## src/rtl/pixel_write_queue.sv

```systemverilog
// Painter-to-framebuffer write queue: edge-detects the painter strobe, buffers
// writes in a small FIFO and runs a full-screen background clear on request.
module pixel_write_queue #(
    parameter int unsigned           SCR_WIDTH  = 160,
    parameter int unsigned           SCR_HEIGHT = 120,
    parameter int unsigned           X_BITS     = 8,
    parameter int unsigned           Y_BITS     = 7,
    parameter int unsigned           COLOR_SIZE = 3,
    parameter int unsigned           FIFO_DEPTH = 8,
    parameter logic [COLOR_SIZE-1:0] BG_COLOR   = 3'b000
) (
    input  logic                  Clck,
    input  logic                  Reset,
    input  logic [X_BITS-1:0]     paint_x_co,
    input  logic [Y_BITS-1:0]     paint_y_co,
    input  logic [COLOR_SIZE-1:0] color,
    input  logic                  print_enable,
    input  logic                  clear_req,
    output logic [X_BITS-1:0]     vga_x,
    output logic [Y_BITS-1:0]     vga_y,
    output logic [COLOR_SIZE-1:0] vga_colour,
    output logic                  vga_plot,
    output logic                  busy,
    output logic                  overflow
);

    localparam int unsigned PTR_BITS   = $clog2(FIFO_DEPTH);
    localparam int unsigned CNT_BITS   = PTR_BITS + 1;
    localparam int unsigned ENTRY_BITS = X_BITS + Y_BITS + COLOR_SIZE;

    localparam logic [0:0] IDLE  = 1'b0;
    localparam logic [0:0] CLEAR = 1'b1;

    localparam logic [CNT_BITS-1:0]   CNT_ZERO = {CNT_BITS{1'b0}};
    localparam logic [CNT_BITS-1:0]   CNT_ONE  = {{(CNT_BITS-1){1'b0}}, 1'b1};
    localparam logic [CNT_BITS-1:0]   CNT_FULL = CNT_BITS'(FIFO_DEPTH);
    localparam logic [PTR_BITS-1:0]   PTR_ZERO = {PTR_BITS{1'b0}};
    localparam logic [PTR_BITS-1:0]   PTR_ONE  = {{(PTR_BITS-1){1'b0}}, 1'b1};
    localparam logic [X_BITS-1:0]     X_ZERO   = {X_BITS{1'b0}};
    localparam logic [X_BITS-1:0]     X_ONE    = {{(X_BITS-1){1'b0}}, 1'b1};
    localparam logic [X_BITS-1:0]     X_LAST   = X_BITS'(SCR_WIDTH - 1);
    localparam logic [Y_BITS-1:0]     Y_ZERO   = {Y_BITS{1'b0}};
    localparam logic [Y_BITS-1:0]     Y_ONE    = {{(Y_BITS-1){1'b0}}, 1'b1};
    localparam logic [Y_BITS-1:0]     Y_LAST   = Y_BITS'(SCR_HEIGHT - 1);
    localparam logic [COLOR_SIZE-1:0] C_ZERO   = {COLOR_SIZE{1'b0}};

    logic [0:0]            state_r;
    logic                  pending_r;
    logic                  prev_pe_r;
    logic                  armed_r;
    logic                  prev_clr_r;
    logic [X_BITS-1:0]     cx_r;
    logic [Y_BITS-1:0]     cy_r;
    logic [PTR_BITS-1:0]   wr_ptr_r;
    logic [PTR_BITS-1:0]   rd_ptr_r;
    logic [CNT_BITS-1:0]   count_r;
    logic [ENTRY_BITS-1:0] mem_r [FIFO_DEPTH];
    logic [X_BITS-1:0]     x_r;
    logic [Y_BITS-1:0]     y_r;
    logic [COLOR_SIZE-1:0] col_r;
    logic                  plot_r;
    logic                  busy_r;
    logic                  overflow_r;

    logic                  req_s;
    logic                  clr_edge_s;
    logic                  pop_s;
    logic                  push_s;
    logic [ENTRY_BITS-1:0] head_s;
    logic [0:0]            state_nx_s;
    logic                  pending_nx_s;
    logic [X_BITS-1:0]     cx_nx_s;
    logic [Y_BITS-1:0]     cy_nx_s;
    logic [CNT_BITS-1:0]   count_nx_s;
    logic [X_BITS-1:0]     x_nx_s;
    logic [Y_BITS-1:0]     y_nx_s;
    logic [COLOR_SIZE-1:0] col_nx_s;
    logic                  plot_nx_s;
    logic                  busy_nx_s;

    // Request detection, FIFO push/pop decisions and occupancy update
    always_comb begin
        // armed_r demands a low strobe after reset, so a level held across reset is not a request
        req_s      = print_enable & ~prev_pe_r & armed_r;
        clr_edge_s = clear_req & ~prev_clr_r;
        pop_s      = (state_r == IDLE) & ~pending_r & (count_r != CNT_ZERO);
        push_s     = req_s & ((count_r != CNT_FULL) | pop_s);
        head_s     = mem_r[rd_ptr_r];
        case ({push_s, pop_s})
            2'b10:   count_nx_s = count_r + CNT_ONE;
            2'b01:   count_nx_s = count_r - CNT_ONE;
            default: count_nx_s = count_r;
        endcase
    end

    // Pixel sequencer: clear sweep or FIFO drain, one pixel per cycle at most
    always_comb begin
        state_nx_s   = state_r;
        pending_nx_s = pending_r;
        cx_nx_s      = cx_r;
        cy_nx_s      = cy_r;
        x_nx_s       = x_r;
        y_nx_s       = y_r;
        col_nx_s     = col_r;
        plot_nx_s    = 1'b0;
        if (clr_edge_s && (state_r != CLEAR) && !pending_r) begin
            pending_nx_s = 1'b1;
        end else begin
            pending_nx_s = pending_r;
        end
        case (state_r)
            IDLE: begin
                if (pending_r) begin
                    state_nx_s   = CLEAR;
                    pending_nx_s = 1'b0;
                    cx_nx_s      = X_ZERO;
                    cy_nx_s      = Y_ZERO;
                end else if (pop_s) begin
                    plot_nx_s = 1'b1;
                    {x_nx_s, y_nx_s, col_nx_s} = head_s;
                end else begin
                    plot_nx_s = 1'b0;
                end
            end
            CLEAR: begin
                plot_nx_s = 1'b1;
                x_nx_s    = cx_r;
                y_nx_s    = cy_r;
                col_nx_s  = BG_COLOR;
                if (cx_r == X_LAST) begin
                    cx_nx_s = X_ZERO;
                    if (cy_r == Y_LAST) begin
                        cy_nx_s    = Y_ZERO;
                        state_nx_s = IDLE;
                    end else begin
                        cy_nx_s = cy_r + Y_ONE;
                    end
                end else begin
                    cx_nx_s = cx_r + X_ONE;
                end
            end
            default: begin
                state_nx_s = IDLE;
                plot_nx_s  = 1'b0;
            end
        endcase
        busy_nx_s = (state_nx_s == CLEAR) | pending_nx_s | (count_nx_s != CNT_ZERO) | plot_nx_s;
    end

    // Control, counters, FIFO pointers and registered outputs
    always_ff @(posedge Clck) begin
        if (!Reset) begin
            state_r    <= IDLE;
            pending_r  <= 1'b0;
            prev_pe_r  <= 1'b0;
            armed_r    <= 1'b0;
            prev_clr_r <= 1'b0;
            cx_r       <= X_ZERO;
            cy_r       <= Y_ZERO;
            wr_ptr_r   <= PTR_ZERO;
            rd_ptr_r   <= PTR_ZERO;
            count_r    <= CNT_ZERO;
            x_r        <= X_ZERO;
            y_r        <= Y_ZERO;
            col_r      <= C_ZERO;
            plot_r     <= 1'b0;
            busy_r     <= 1'b0;
            overflow_r <= 1'b0;
        end else begin
            state_r    <= state_nx_s;
            pending_r  <= pending_nx_s;
            prev_pe_r  <= print_enable;
            armed_r    <= armed_r | ~print_enable;
            prev_clr_r <= clear_req;
            cx_r       <= cx_nx_s;
            cy_r       <= cy_nx_s;
            wr_ptr_r   <= push_s ? (wr_ptr_r + PTR_ONE) : wr_ptr_r;
            rd_ptr_r   <= pop_s ? (rd_ptr_r + PTR_ONE) : rd_ptr_r;
            count_r    <= count_nx_s;
            x_r        <= x_nx_s;
            y_r        <= y_nx_s;
            col_r      <= col_nx_s;
            plot_r     <= plot_nx_s;
            busy_r     <= busy_nx_s;
            overflow_r <= overflow_r | (req_s & ~push_s);
        end
    end

    // FIFO storage; contents need no reset because the pointers define validity
    always_ff @(posedge Clck) begin
        if (Reset && push_s) begin
            mem_r[wr_ptr_r] <= {paint_x_co, paint_y_co, color};
        end
    end

    assign vga_x      = x_r;
    assign vga_y      = y_r;
    assign vga_colour = col_r;
    assign vga_plot   = plot_r;
    assign busy       = busy_r;
    assign overflow   = overflow_r;

endmodule

```

## config.mk

```make
export PLATFORM = sky130hd
export DESIGN_NAME = pixel_write_queue
export DESIGN_NICKNAME = d
export VERILOG_FILES = /design/src/rtl/pixel_write_queue.sv
export SDC_FILE = /design/constraint.sdc
export NUM_CORES = 1
export LEC_CHECK = 0
export CAP_MARGIN = 20
export CORE_ASPECT_RATIO = 0.9
export CORE_MARGIN = 8
export CORE_UTILIZATION = 45
export DETAILED_ROUTE_END_ITERATION = 12
export PLACE_DENSITY_LB_ADDON = 0.08
export SETUP_SLACK_MARGIN = 0.05
export SLEW_MARGIN = 20
export SYNTH_ARGS = -nofsm -noshare
export SYNTH_HDL_FRONTEND = slang
export SYNTH_SLANG_ARGS = --single-unit
```

## constraint.sdc

```tcl
create_clock -name Clck -period 8.3 [get_ports Clck]
set_clock_uncertainty 0.1 [all_clocks]
set_input_delay 1.66 -clock Clck [delete_from_list [all_inputs] [get_ports Clck]]
set_output_delay 1.66 -clock Clck [all_outputs]
set_load 0.02 [all_outputs]
```

# Yosys cells after proc, flatten, opt, wreduce, memory -nomap -nowiden
# Memories as Yosys holds them, arrays and structs flattened. A register that Yosys moved wholly into a read port is not among the register bits.
# Cells that the tools add are included.
[totals]
register_bits = 51
ram_bits = 144
out_inout_bits = 21
elab_cells = 90
n_memories = 1
[memory_table]
columns = ["memory", "words", "width", "read_ports", "rd_clocked_by_memory_dff", "write_ports", "line_no", "text"]
rows = [
  ["mem_r", 8, 18, 1, 1, 1, "57", "logic [ENTRY_BITS-1:0] mem_r [FIFO_DEPTH];"],
]
[op_classes]
n_addsub = 6
n_eq_ne = 9
n_mux = 31
n_bitwise = 19
n_reduce_logical = 8
[ops]
columns = ["op", "n"]
rows = [
  ["7-bit two-way mux", 5],
  ["8-bit two-way mux", 4],
  ["8-bit one-hot mux with 2 select lines", 2],
  ["7-bit one-hot mux with 2 select lines", 2],
  ["3-bit two-way mux", 4],
  ["1-bit two-way mux", 10],
  ["8-bit by 1-bit adder with 8-bit output, second input constant", 1],
  ["8-bit == test, second input constant", 1],
  ["4-bit one-hot mux with 2 select lines", 1],
  ["4-bit nonzero test", 2],
  ["7-bit by 1-bit adder with 7-bit output, second input constant", 1],
  ["1-bit bitwise AND", 7],
  ["7-bit == test, second input constant", 1],
  ["3-bit by 1-bit adder with 3-bit output, second input constant", 2],
  ["2-bit != test, second input constant", 3],
  ["1-bit NOT", 6],
  ["1-bit OR", 6],
  ["3-bit one-hot mux with 2 select lines", 1],
  ["4-bit by 1-bit adder with 4-bit output, second input constant", 1],
  ["4-bit != test, second input constant", 1],
  ["1-bit one-hot mux with 2 select lines", 2],
  ["2-bit AND reduction", 2],
  ["4-bit by 1-bit subtractor with 4-bit output, second input constant", 1],
  ["1-bit logical AND", 3],
  ["4 further kinds", 4],
]

# Longest topological paths before layout
# Gate-level depths: netlist (run 1).
[depth]
word_depth = 10
ltp_mapped = 11
depth_no_buf = 10

# Worst setup path after synthesis (run 1)
# No wires, ideal clock.
[synth_timing]
path_kind = "input port to flip-flop"
start = "in print_enable"
end = "mem mem_r[1][0] (netlist name), enable pin"
setup_ns = 0.439
arrival_ns = 4.036
slack_ns = 3.724
cell_stages = 4
path_buffers = 0
cell_sequence = "nand3b_1 -> a31oi_1 -> inv_2 -> nor4_1"
[synth_between]
elab_chain_len = 6
[synth_rtl]
columns = ["element", "line_no", "text"]
rows = [
  ["from (decl)", "17", "input logic print_enable,"],
  ["1-bit bitwise AND (2 in a row)", "84", "req_s = print_enable & ~prev_pe_r & armed_r;"],
  ["1-bit bitwise AND", "87", "push_s = req_s & ((count_r != CNT_FULL) | pop_s);"],
  ["1-bit logical AND", "191", "if (Reset && push_s) begin"],
  ["1-bit two-way mux", "191", ""],
  ["1-bit two-way mux (not written as such)", "192", "mem_r[wr_ptr_r] <= {paint_x_co, paint_y_co, color};"],
  ["to (decl)", "57", ""],
]
# Every way passes these cells.

# Worst setup path in the final report (run 1)
[layout_timing]
start = "in Reset"
end = "mem mem_r[0][11] (netlist name), enable pin"
[layout_between]
elab_chain_len = 3
[layout_rtl]
columns = ["element", "line_no", "text"]
rows = [
  ["from (decl)", "13", "input logic Reset,"],
  ["1-bit logical AND", "191", ""],
  ["1-bit two-way mux", "191", ""],
  ["1-bit two-way mux (not written as such)", "192", ""],
]
# Every way passes these cells.

==> results.sh, run 1 <==
export IMPL_width_of_the_chip_um=156.0
export IMPL_cp_required_ns=8.31
export IMPL_post_route_period_util=0.5253
export IMPL_clock_tree_root_cell="sky130_fd_sc_hd__clkbuf_16"
export IMPL_totalWireLength_um=15710
export IMPL_synth_warnings=0
export IMPL_yosys_register_bits=198
export IMPL_detailedRoute_firstIterationViolations=218
export IMPL_rsz0062_at_grt="no"
export IMPL_antenna_violations_before_repair=0
export IMPL_cpLargestDelayFamily="buffers and inverters"
export IMPL_floorplan_rows=46
export IMPL_clk_pin_slew_worst_paths_ns=0.07
export IMPL_pin_count_of_the_biggest_net_entering_global_routing=48
export IMPL_worst_path_largest_cell_delay_ns=0.76
export IMPL_cts_buffer_depth=2
export IMPL_firstDrtPassIters=5
export IMPL_timing_critical_path_arrival_ns=4.37
export IMPL_tritoncts="done"
export IMPL_cts_sinks=198
export IMPL_routed_via_density=5.517
export IMPL_grt_pass1_vias=4408
export IMPL_num_io_pins=43
export IMPL_net_switching_power_w=0.0006937
export IMPL_syn_area_um2=7938
export IMPL_route_vias_total=4336
export IMPL_share_seq_of_total_power=0.464
export IMPL_num_antenna_cells=0
export IMPL_postSynthCellCount=487
export IMPL_power_internal_w=0.001798
export IMPL_finalWorstPathRequiredPeriod_ns=4.360
export IMPL_setup_violations_final=0
export IMPL_h_tree_depth=4
export IMPL_postSynth_topFlopCell="sky130_fd_sc_hd__edfxtp_1"
export IMPL_synth_async_reset_ratio=0
export IMPL_ys_types=56
export IMPL_hpwl_detailed_um=9530
export IMPL_floorplan_initialDensity=0.4552
export IMPL_post_drt_wl_per_cell_um=19.99
export IMPL_final_nets=562
export IMPL_timing_critical_path_to_type="flip-flop"
export IMPL_synth_edf_count=144
export IMPL_cpMaxStageDelayCell="sky130_fd_sc_hd__clkinv_1"
export IMPL_postSynthAreaPerCell_um2=16.30
export IMPL_port_buffers=42
export IMPL_totalNegativeSetupSlack_ns=0
export IMPL_maxSlewHeadroom=0.4670
export IMPL_gp_congestion=0.7643
export IMPL_setup_ws_ns=3.940
export IMPL_final_layout_size_suffix_gt1_frac=0.2033
export IMPL_post_cts_resized=0
export IMPL_post_route_drc_count=0
export IMPL_power_density_nw_per_um2=271.3
export IMPL_crit_top_cell="sky130_fd_sc_hd__buf_4"
export IMPL_post_cts_setup_buffers=0
export IMPL_path_class="input pin to flip-flop"
export IMPL_cp_num_buf_inv=4
export IMPL_comb_power_share=0.216
export IMPL_path_cells="clkdlybuf4s50_1 > buf_4 > clkinv_1 > or3_1 > nor3_2 > buf_4"
export IMPL_slew_at_the_pin_with_the_worst_max_slew_slack_ns=0.7946
export IMPL_cap_violations=0
export IMPL_pwr_share_clk=0.320
export IMPL_grt_pass1_wl_um=25150
export IMPL_die_area_um2=22150
export IMPL_clk_insertion_delay_late_ns=0.43
export IMPL_path_max_fanout=47
export IMPL_ir_drop_v=0.0001327
export IMPL_hp_class="flip-flop to flip-flop"
export IMPL_hold_buffers=0
export IMPL_drv_slew=0
export IMPL_core_area_um2=17440
export IMPL_postSynthNetCount=516
export IMPL_power_static_leakage_nw=3.018
export IMPL_vertical_die_dimension_um=142.0
export IMPL_place_worst_setup_slack_ns=3.502
export IMPL_highest_clock_rate_ghz=0.2293
export IMPL_outcome="completed"
export IMPL_most_common_layout_cells="sky130_fd_sc_hd__edfxtp_1 (144), sky130_fd_sc_hd__dfxtp_1 (53), sky130_fd_sc_hd__clkdlybuf4s50_1 (42), sky130_fd_sc_hd__nor2_1 (36), sky130_fd_sc_hd__mux4_2 (36)"
export IMPL_start_kind="input pin"
export IMPL_postRouteAntennaNets=0
export IMPL_grt_overflow=0
export IMPL_layout_cells_most_common="sky130_fd_sc_hd__edfxtp_1"
export IMPL_syn_to_final_growth_pct=15.68
export IMPL_synth_seq_area_share=0.6810
export IMPL_numCtsBuffers=17
export IMPL_hold_viol_final=0
export IMPL_grt_use_total=0.1513
export IMPL_switching_share=0.2784
==> logic make-up (layout without fill, tap and decap cells) <==
logic type,Yosys count,after routing,synth area share
xor gates and xnor gates,7,7,0.007724
adders and majority gates,7,7,0.01103
buffers and inverters,34,93,0.02490
and+or+nand+nor,117,117,0.08039
AOI/OAI and AO/OA,67,67,0.06589
muxes,57,57,0.1291
DFF,198,198,0.6810
==> Yosys cell counts, drive strengths merged (2+ instances only) <==
master,count,area (um2)
a211oi,3,22.52
a21oi,14,70.07
a22oi,2,15.01
a311o,15,168.9
a311oi,3,26.28
a31oi,6,37.54
a32o,4,40.04
a41oi,3,26.28
and2,3,20.02
and3,18,112.6
buf,11,101.3
clkbuf,17,73.82
dfxtp,54,1081
edfxtp,144,4324
ha,7,87.58
inv,5,18.76
mux2,3,33.78
mux2i,18,180.2
mux4,36,810.8
nand2,19,71.32
nand2b,2,12.51
nand3,8,40.04
nand3b,3,22.52
nor2,37,155.2
nor3,8,51.30
nor3b,4,30.03
nor4,2,12.51
nor4b,2,17.52
o21a,2,15.01
o21ai,7,35.03
o31a,2,18.77
o31ai,2,15.01
or3,3,18.77
or3b,2,17.52
xnor2,3,26.28
xor2,4,35.03
==> power groups by stage <==
stage,Combinational [W],Sequential (W),Clock (W)
after floorplan,0.000348,0.00122,0
after global placement,0.000544,0.00118,0
final,0.000538,0.00116,0.000796
after detailed placement,0.000547,0.00118,0
after CTS,0.000549,0.00116,0.000815
after global routing,0.000585,0.00116,0.000853
==> layout make-up <==
cell class	instances	area, um2
fill	1453	8257
timing repair buffer	55	518.0
tap	240	300.3
clock inverter	14	138.9
sequential	198	5406
inverter	6	22.52
multi-input combinational	255	2367
clock buffer	18	429.2
==> state kept, by name, summed over array words and instances, names as in the netlist, 3 cells and up, named ones only <==
name and flops:
cy_r 7, vga_x 8, wr_ptr_r 3, mem_r 144
count_r 4, vga_y 7, rd_ptr_r 3, cx_r 8
vga_colour 3
==> worst paths after layout <==
check,from,to,slack (ns),depth (start not counted)
hold / removal,armed_r,armed_r,0.36,2
hold reg to reg,armed_r,armed_r,0.36,2
setup reg to reg,state_r,count_r[2],5.24,11
setup / recovery,Reset,mem_r[0][11],3.94,6
==> stage by stage <==
stage	instances	cell area, um2	utilization	hold slack [ns]	power [W]
2_1_floorplan	487	7938	-	0.3255	0.001566
6_report	786	9183	0.5265	0.3641	0.002491
5_1_grt	786	9183	0.5265	0.3800	0.002602
3_5_place_dp	754	8615	0.4940	0.3509	0.001726
4_1_cts	786	9183	0.5265	0.3690	0.002521
3_3_place_gp	754	8615	0.4940	0.3358	0.001722
==> worst reg2reg max path, delay by kind of cell, from the launching register on <==
family | cells | cell delay (ns)
AO/OA/AOI/OAI | 3 | 0.76
XOR/XNOR | 2 | 0.26
adder cells (fa/ha/maj) | 2 | 0.49
buffers and inverters | 2 | 0.43
flip-flops | 1 | 0.30
AND/OR/NAND/NOR | 2 | 0.64
==> routing by layer <==
layer	up-vias	track usage	routed length, um
met3	11	0.03522	603
li1	2033	-	-
met4	0	0.05051	145
met2	82	0.2417	7466
met5	-	0	0
met1	2210	0.2002	7494
Note: power is estimated with default switching activity, not from simulation.
==> run 2, diff against run 1 <==
==> constraint.sdc (replaced) <==
create_clock -name Clck -period 4.1 [get_ports Clck]
set_clock_uncertainty 0.1 [all_clocks]
set_input_delay 0.82 -clock Clck [delete_from_list [all_inputs] [get_ports Clck]]
set_output_delay 0.82 -clock Clck [all_outputs]
set_load 0.02 [all_outputs]
==> results.sh, run 2 (synthesized netlist as in run 1, its figures left out) <==
export IMPL_tritoncts="done"
export IMPL_finalWorstPathRequiredPeriod_ns=3.200
export IMPL_place_worst_setup_slack_ns=0.4466
export IMPL_power_total_w=0.005116
export IMPL_core_area_um2=17440
export IMPL_global_route_usage_met2=0.2454
export IMPL_route_vias_total=4371
export IMPL_timing_critical_path_to_type="flip-flop"
export IMPL_timing_critical_path_arrival_ns=3.46
export IMPL_most_common_layout_cells="sky130_fd_sc_hd__edfxtp_1 (144), sky130_fd_sc_hd__dfxtp_1 (52), sky130_fd_sc_hd__clkdlybuf4s50_1 (42), sky130_fd_sc_hd__nor2_1 (36), sky130_fd_sc_hd__mux4_2 (36)"
export IMPL_floorplan_initialDensity=0.4552
export IMPL_detailedRoute_firstIterationViolations=227
export IMPL_grt_most_used_layer="met2"
export IMPL_firstDrtPassIters=4
export IMPL_routed_via_density=5.554
export IMPL_cp_required_ns=4.36
export IMPL_grt_pass1_vias=4440
export IMPL_slew_at_the_pin_with_the_worst_max_slew_slack_ns=0.9178
export IMPL_num_antenna_cells=0
export IMPL_port_buffers=42
export IMPL_grt_use_total=0.1511
export IMPL_post_route_period_util=0.7804
export IMPL_layout_cells_most_common="sky130_fd_sc_hd__edfxtp_1"
export IMPL_vertical_die_dimension_um=142.0
export IMPL_grt_pass1_wl_um=24950
export IMPL_power_density_nw_per_um2=554.6
export IMPL_start_kind="input pin"
export IMPL_clk_insertion_delay_late_ns=0.43
export IMPL_largest_register_ff_count=144
export IMPL_hold_viol_final=0
export IMPL_totalNegativeSetupSlack_ns=0
export IMPL_die_area_um2=22150
export IMPL_setup_violations_final=0
export IMPL_highest_clock_rate_ghz=0.3125
export IMPL_totalWireLength_um=15920
export IMPL_layout_filler_cells=1461
export IMPL_rsz0062_at_grt="no"
export IMPL_outcome="completed"
export IMPL_maxSlewHeadroom=0.3881
export IMPL_setup_ws_ns=0.9003
export IMPL_num_io_pins=43
export IMPL_post_drt_wl_per_cell_um=20.22
export IMPL_hold_buffers=0
export IMPL_grt_overflow=0
export IMPL_width_of_the_chip_um=156.0
export IMPL_antenna_violations_before_repair=0
export IMPL_floorplan_rows=46
export IMPL_post_cts_resized=0
export IMPL_final_nets=565
export IMPL_path_max_fanout=8
export IMPL_gp_congestion=0.8170
export IMPL_drv_slew=0
export IMPL_cap_violations=0
export IMPL_cts_sinks=198
export IMPL_post_route_drc_count=0
export IMPL_pin_count_of_the_biggest_net_entering_global_routing=34
export IMPL_registers_top_by_ff_count="mem_r"
export IMPL_hpwl_detailed_um=9844
export IMPL_groute_layer_met3_usage=0.03886
export IMPL_clock_tree_root_cell="sky130_fd_sc_hd__clkbuf_16"
export IMPL_h_tree_depth=4
export IMPL_hp_class="flip-flop to flip-flop"
export IMPL_cts_buffer_depth=2
export IMPL_path_class="input pin to flip-flop"
export IMPL_ir_drop_v=0.0002903
export IMPL_syn_to_final_growth_pct=16.20
export IMPL_post_cts_setup_buffers=0
export IMPL_power_static_leakage_nw=3.026
export IMPL_groute_layer_met1_usage=0.1939
export IMPL_clk_pin_slew_worst_paths_ns=0.07
export IMPL_final_layout_size_suffix_gt1_frac=0.2066
export IMPL_numCtsBuffers=17
export IMPL_postRouteAntennaNets=0
==> run 2: changes by cell type in the layout (fill, tap and decap cells not counted) <==
cell / delta
sky130_fd_sc_hd__buf_4: +3
sky130_fd_sc_hd__bufinv_16: +2
sky130_fd_sc_hd__clkinv_2: -1
sky130_fd_sc_hd__clkinvlp_4: +3
sky130_fd_sc_hd__dfxtp_1: -1
sky130_fd_sc_hd__dfxtp_2: +1
sky130_fd_sc_hd__inv_6: -3
sky130_fd_sc_hd__inv_8: -3
==> run 2: final cells by class <==
class,instances,area (um2),area share
Multi-Input combinational cell,255,2367,0.2566
Clock buffer,18,429.2,0.04653
Timing Repair Buffer,58,540.5,0.05860
Tap cell,240,300.3,0.03256
Sequential cell,198,5408,0.5863
Clock inverter,12,156.4,0.01696
Inverter,6,22.52,0.002442
==> run 2: path summary, 6_finish.rpt <==
kind                                   start  slack (ns)  cells past startpoint          to
worst min-delay path                 armed_r        0.35                      2     armed_r
worst max-delay path            print_enable        0.90                     11  count_r[2]
worst max register to register     pending_r        1.17                     10  count_r[2]
worst min register to register       armed_r        0.35                      2     armed_r
==> run 2: worst max-delay path: stages <==
cell                              delay (ns)
sky130_fd_sc_hd__clkdlybuf4s50_1        0.50
sky130_fd_sc_hd__nand3b_1               0.12
sky130_fd_sc_hd__a31oi_1                0.44
sky130_fd_sc_hd__inv_2                  0.20
sky130_fd_sc_hd__ha_1                   0.31
sky130_fd_sc_hd__xor2_1                 0.17
sky130_fd_sc_hd__ha_1                   0.20
sky130_fd_sc_hd__a21oi_1                0.16
sky130_fd_sc_hd__xor2_1                 0.09
sky130_fd_sc_hd__or3_1                  0.31
sky130_fd_sc_hd__a21oi_1                0.14
==> run 2: per-layer routing <==
metal,up-vias,part of all wire
met5,-,0
met4,0,0.012
met3,17,0.040
met2,80,0.49
met1,2237,0.46
li1,2037,-
==> run 2: report_power, final <==
part,internal [W],switching (W)
combinational,0.000527,0.000531
sequential,0.00226,0.000127
clock,0.000954,0.000714
==> run 2: stage by stage <==
stage	area [um2]	hold slack (ns)	util	std cells
floorplan	7938	0.3255	-	487
global placement	8638	0.3367	0.4953	757
global route	9224	0.3828	0.5289	787
CTS	9224	0.3529	0.5289	787
detailed placement	8638	0.3423	0.4953	757
finish	9224	0.3488	0.5289	787
